$ cat src/rtl/cim_inst_sequencer.sv
// Single-issue CIM instruction sequencer: accept -> DECODE -> EXEC -> WB, with HALT/resume.
// Optional performance counters are enabled by defining CIM_SEQ_PERF_CNT_EN.
module cim_inst_sequencer #(
    parameter int unsigned OP_W        = 8,
    parameter int unsigned ADDR_W      = 8,
    parameter int unsigned EXEC_CYCLES = 2
) (
    input  logic              clk,
    input  logic              rst_n,
    input  logic              inst_valid,
    output logic              inst_ready,
    input  logic [31:0]       inst_data,
    input  logic              resume,
    input  logic              array_stall,
    output logic              array_en,
    output logic [2:0]        array_op,
    output logic [ADDR_W-1:0] array_src1,
    output logic [ADDR_W-1:0] array_src2,
    output logic [ADDR_W-1:0] array_dst,
    output logic              array_wr,
    output logic              retire,
    output logic              busy,
    output logic              halted,
    output logic              illegal_err
`ifdef CIM_SEQ_PERF_CNT_EN
    ,
    output logic [31:0]       retired_cnt,
    output logic [31:0]       stall_cnt,
    output logic [15:0]       illegal_cnt
`endif
);

    localparam int unsigned CNT_W = 4;
    localparam logic [CNT_W-1:0] CNT_LAST = CNT_W'(EXEC_CYCLES - 1);

    localparam logic [OP_W-1:0] OP_NOP  = OP_W'(8'h00);
    localparam logic [OP_W-1:0] OP_AND  = OP_W'(8'h01);
    localparam logic [OP_W-1:0] OP_OR   = OP_W'(8'h02);
    localparam logic [OP_W-1:0] OP_XOR  = OP_W'(8'h03);
    localparam logic [OP_W-1:0] OP_NOT  = OP_W'(8'h04);
    localparam logic [OP_W-1:0] OP_COPY = OP_W'(8'h05);
    localparam logic [OP_W-1:0] OP_HALT = OP_W'(8'hFF);

    typedef enum logic [2:0] {
        S_IDLE,
        S_DECODE,
        S_EXEC,
        S_WB,
        S_HALTED
    } state_t;

    state_t           r_state;
    state_t           w_next;
    logic [31:0]      r_inst;
    logic [CNT_W-1:0] r_cnt;
    logic [CNT_W-1:0] w_cnt_next;
    logic             r_illegal;
    logic             w_illegal_set;
    logic [OP_W-1:0]  w_op;
    logic [2:0]       w_aop;
    logic             w_one_src;
    logic             w_active;

    assign w_op = r_inst[31 -: OP_W];

    // Opcode to array operation; w_aop == 0 means not an array instruction
    always_comb begin
        w_aop     = 3'd0;
        w_one_src = 1'b0;
        case (w_op)
            OP_AND:  w_aop = 3'd1;
            OP_OR:   w_aop = 3'd2;
            OP_XOR:  w_aop = 3'd3;
            OP_NOT:  begin w_aop = 3'd4; w_one_src = 1'b1; end
            OP_COPY: begin w_aop = 3'd5; w_one_src = 1'b1; end
            default: w_aop = 3'd0;
        endcase
    end

    // Next-state, counter and output decode
    always_comb begin
        w_next        = r_state;
        w_cnt_next    = r_cnt;
        w_illegal_set = 1'b0;
        inst_ready    = 1'b0;
        busy          = 1'b1;
        halted        = 1'b0;
        array_en      = 1'b0;
        array_wr      = 1'b0;
        retire        = 1'b0;
        w_active      = 1'b0;
        case (r_state)
            S_IDLE: begin
                inst_ready = 1'b1;
                busy       = 1'b0;
                if (inst_valid) w_next = S_DECODE;
            end
            S_DECODE: begin
                w_active   = 1'b1;
                w_cnt_next = '0;
                if (w_op == OP_NOP) begin
                    retire = 1'b1;
                    w_next = S_IDLE;
                end else if (w_op == OP_HALT) begin
                    retire = 1'b1;
                    w_next = S_HALTED;
                end else if (w_aop != 3'd0) begin
                    w_next = S_EXEC;
                end else begin
                    w_illegal_set = 1'b1;
                    w_next        = S_IDLE;
                end
            end
            S_EXEC: begin
                w_active = 1'b1;
                array_en = 1'b1;
                if (!array_stall) begin
                    if (r_cnt == CNT_LAST) begin
                        w_cnt_next = '0;
                        w_next     = S_WB;
                    end else begin
                        w_cnt_next = r_cnt + CNT_W'(1);
                    end
                end
            end
            S_WB: begin
                w_active = 1'b1;
                array_wr = 1'b1;
                if (!array_stall) begin
                    retire = 1'b1;
                    w_next = S_IDLE;
                end
            end
            S_HALTED: begin
                halted = 1'b1;
                if (resume) w_next = S_IDLE;
            end
            default: w_next = S_IDLE;
        endcase
    end

    // Addresses and op are only driven while an instruction is in flight
    always_comb begin
        array_op   = 3'd0;
        array_src1 = '0;
        array_src2 = '0;
        array_dst  = '0;
        if (w_active) begin
            array_op   = w_aop;
            array_src1 = ADDR_W'(r_inst[23:16]);
            array_src2 = w_one_src ? '0 : ADDR_W'(r_inst[15:8]);
            array_dst  = ADDR_W'(r_inst[7:0]);
        end
    end

    always_ff @(posedge clk) begin
        if (!rst_n) begin
            r_state   <= S_IDLE;
            r_inst    <= '0;
            r_cnt     <= '0;
            r_illegal <= 1'b0;
        end else begin
            r_state <= w_next;
            r_cnt   <= w_cnt_next;
            if (r_state == S_IDLE && inst_valid) r_inst <= inst_data;
            if (w_illegal_set) r_illegal <= 1'b1;
        end
    end

    assign illegal_err = r_illegal;

`ifdef CIM_SEQ_PERF_CNT_EN
    logic [31:0] r_retired_cnt;
    logic [31:0] r_stall_cnt;
    logic [15:0] r_illegal_cnt;

    // Retire and stall counters wrap; illegal counter saturates
    always_ff @(posedge clk) begin
        if (!rst_n) begin
            r_retired_cnt <= '0;
            r_stall_cnt   <= '0;
            r_illegal_cnt <= '0;
        end else begin
            if (retire) r_retired_cnt <= r_retired_cnt + 32'd1;
            if (array_stall && (r_state == S_EXEC || r_state == S_WB))
                r_stall_cnt <= r_stall_cnt + 32'd1;
            if (w_illegal_set && r_illegal_cnt != 16'hFFFF)
                r_illegal_cnt <= r_illegal_cnt + 16'd1;
        end
    end

    assign retired_cnt = r_retired_cnt;
    assign stall_cnt   = r_stall_cnt;
    assign illegal_cnt = r_illegal_cnt;
`endif

endmodule

$ cat config.mk
export PLATFORM = sky130hd
export DESIGN_NAME = cim_inst_sequencer
export DESIGN_NICKNAME = d
export VERILOG_FILES = /design/src/rtl/cim_inst_sequencer.sv
export SDC_FILE = /design/constraint.sdc
export NUM_CORES = 1
export LEC_CHECK = 0
export CELL_PAD_IN_SITES_DETAIL_PLACEMENT = 1
export CELL_PAD_IN_SITES_GLOBAL_PLACEMENT = 1
export CORE_AREA = 4 4 88 90
export DETAILED_ROUTE_END_ITERATION = 6
export DIE_AREA = 0 0 92 94
export GPL_TIMING_DRIVEN = 0
export PLACE_DENSITY = 0.76
export SLEW_MARGIN = 20
export SYNTH_ARGS = -nofsm -noshare
export SYNTH_HDL_FRONTEND = slang
export SYNTH_SLANG_ARGS = --single-unit
$ cat constraint.sdc
create_clock -name clk -period 1.6 [get_ports clk]
set_input_delay 0.16 -clock clk [delete_from_list [all_inputs] [get_ports clk]]
set_output_delay 0.16 -clock clk [all_outputs]
set_load 0.03 [all_outputs]
==> impl_results.md <==
* Clock buffer depth at 2
* Fill cells at 834
* Reg-to-reg endpoint: r_state[1]
* Static leakage at between 1 and 1.5 nW
* Vias in the first global route at 2089
* Port buffer count at 70
* Yosys cell types at 35
* P_int at approximately 2.2 mW
* Min-delay worst type: input port to register
* Clock Skew at roughly 0.0073 ns
* Clock transition at the registers of the reported paths at about 0.09 ns
* Footprint of the multi-input gates at 1150 um2
* Synthesized flop and latch total at 40
* Global-route wire length before repair at 9980 um
* Post-Syn Area at approximately 1800 um2
* Peak Freq at between 0.4 and 0.5 GHz
* Drt first pass iters at 4
* Total track usage at between 10% and 20%
* VDD IR max at around 0.35 mV
* Clock share of power at 20.7%
* Critical path's slowest cell: or4_4
* Reg power frac at roughly a third
* Via density at about 4.5
* Cell count after synthesis at between 200 and 250
* Period minus WS final at 2.02 ns
* WP buf/inv at 1
* Routability cong. at around 0.8
* Die height at 94 um
* CP max stage delay at about 0.55 ns
* Critical Path End Type: output port
* Layout cell share with drive strength beyond 1 at between 30 and 40%
* WP data required at 1.44 ns
* Hold depth at 3
* Asr flop ratio synth at 0%
* CP Cell Sequence: or4_4 > nor2_4 > a311oi_4 > and2_1 > buf_6
* Comb pwr share at 45.0%
* Sequential share of the synthesized area at between 40% and 50%
* Die area at between 8000 and 9000 um2
* Crit start category: register
* Net count, final at 379
* # DRC at 0
* Initial DRC Count at 38
* Final hold violations at 0
* Final Util at a little under half
* Synthesized area per cell at around 7.6 um2
* Cell Pwr Density at just over 1000 nW/um2
* RSZ-0062 raised after global routing: yes
* Ys flop type: dfxtp_1
* Syn nets at 281
* Worst-Margin Slew at about 0.64 ns
* Post-DR wirelength/cell at 15.2 um
* TritonCTS clock tree: built
* Width of the chip at 92 um
* Post-DP HPWL at 4330 um
* Row Count at 31
* Starting Density at a little over a quarter
* Clock sink count at 40
* EDFF count, synth at 0
* Final worst slack at -0.419 ns
* Core area at approximately 7000 um2
* Number of routed nets with antenna violations at 0
* Grt ovf at 0
* Clock Tree Root: clkbuf_8
* Failing checks: setup timing
* H-tree levels at 2
* Commonest non-fill, non-tap cell in the layout: nand2_1
* Num CTS Buffers at 5
* Largest net degree at the start of global routing at 15
* Drt total wl at ~6700 um
* Diode count at 0
* R2R setup slack at -0.34 ns
* Vias at about 2000
* Reg2Reg Depth at 4
* Outcome: complete, but fails checks
* # hold bufs at CTS at 0
* Clk_lat worst skew at roughly 0.30 ns
* Worst hold path endpoint: r_inst[25]
* Switching Share at a little over a third
* Initial antenna violation count at 0
* Max cap viols at 0
* Warning count from the yosys run at 0
* Final Setup Violations at 28
* Storage cell area at ~810 um2
* Slew HR at between 50 and 60%
* Data arrival time of the critical path at roughly 1.9 ns
* Final Slew Violations at 0
* P&R area growth vs syn at 80.6%
* Tot Pwr at approximately 3.4 mW
* IO Pins at 71
* Cell family with most CP delay: simple AND/OR/NAND/NOR gates
* Hold Path Origin: inst_data[25]
* Psw at 1.22 mW
* Worst r2r src: r_inst[28]
* Crit share post-route at 126%
* Kind of critical path: register to output port
* Most frequent cells in the layout: 69 x nand2_1, 44 x buf_6, 37 x clkdlybuf4s50_1
* Crit path max fanout at 8
==> layer usage <==
layer,global-route usage (%),wire (um),up-vias
met5,0,0,-
met4,4.58,92,0
met3,4.65,432,9
met2,26.0,3380,54
met1,16.7,2800,932
li1,-,-,994
==> kinds of logic after synthesis <==
| group | count (synthesis) | synth area share [%] |
|---|---|---|
| flip-flops | 40 | 43.6 |
| AND/OR/NAND/NOR | 130 | 34.6 |
| buffers and inverters | 20 | 5.31 |
| adder cells (fa/ha/maj) | 2 | 1.36 |
| AO/OA/AOI/OAI | 50 | 15.2 |
==> state kept, by name (all words and copies together), names as in the netlist <==
register,count
r_inst,32
r_cnt,4
illegal_err,1
r_state,3
==> final cells by class <==
cell class | instances | area share (%)
Tap cell | 99 | 3.73
Sequential cell | 40 | 24.3
Multi-Input combinational cell | 182 | 34.8
Clock buffer | 5 | 2.07
Buffer | 14 | 4.71
Clock inverter | 3 | 0.716
Timing Repair Buffer | 92 | 29.1
Inverter | 5 | 0.565
==> worst register-to-register path: stages, from the launching register on <==
cell,delay [ns]
dfxtp_2,0.33
or4_4,0.55
or4b_4,0.52
or3_4,0.35
a31oi_1,0.13
==> power by group through the flow <==
stage          Clock, mW  Combinational [mW]  Sequential, mW
2_1_floorplan          0               0.598            1.18
3_3_place_gp           0               0.981            1.18
3_5_place_dp           0               0.999            1.18
4_1_cts            0.726                1.33            1.17
5_1_grt            0.765                1.64            1.18
6_report           0.705                1.53            1.17
==> synthesized netlist by cell type, types with 2 or more instances <==
| library cell | n | area (um2) |
|---|---|---|
| nor2b_1 | 2 | 12.5 |
| or3_1 | 2 | 12.5 |
| o21ai_0 | 2 | 10.0 |
| and2_1 | 28 | 175 |
| nand2_1 | 72 | 270 |
| inv_1 | 5 | 18.8 |
| nor3b_1 | 3 | 22.5 |
| nor2_1 | 8 | 30.0 |
| a21oi_1 | 38 | 190 |
| clkbuf_1 | 11 | 41.3 |
| o21ai_1 | 2 | 10.0 |
| nor3_1 | 5 | 25.0 |
| or4b_1 | 2 | 20.0 |
| dfxtp_1 | 40 | 801 |
| ha_1 | 2 | 25.0 |
==> what timing repair did <==
| action | 4_1_cts | 5_1_grt |
|---|---|---|
| buffers inserted | 14 | 7 |
| endpoints found under the hold margin | 0 | 0 |
| cloned | 1 | 1 |
| pin swaps | 18 | 18 |
| gates resized for setup | 261 | 63 |
| endpoints found under the setup margin | 67 | 69 |
==> how the worst max path moves through the flow <==
stage / startpoint / slack, ns / cells after the start / end
2_1_floorplan: r_inst[28] / -0.22 / 4 / r_state[1]
3_3_place_gp: r_state[1] / -1.01 / 5 / array_src2[4]
3_5_place_dp: r_state[1] / -1.04 / 5 / array_src2[4]
4_1_cts: r_inst[28] / -0.43 / 5 / array_src2[4]
5_1_grt: r_inst[28] / -0.50 / 5 / array_src2[0]
6_report: r_inst[28] / -0.42 / 5 / array_src2[0]
==> through the flow <==
| step | setup TNS, ns | cell area (um2) | hold WS (ns) | instances | worst slack (ns) |
|---|---|---|---|---|---|
| after floorplan | -0.607 | 1880 | 0.282 | 242 | -0.219 |
| after global placement | -25.89 | 2710 | 0.437 | 411 | -1.01 |
| after detailed placement | -26.64 | 2710 | 0.443 | 411 | -1.04 |
| after CTS | -6.18 | 3120 | 0.398 | 433 | -0.430 |
| after global routing | -8.37 | 3320 | 0.416 | 440 | -0.501 |
| final | -6.47 | 3320 | 0.402 | 440 | -0.419 |
(Power assumes the default switching activity.)
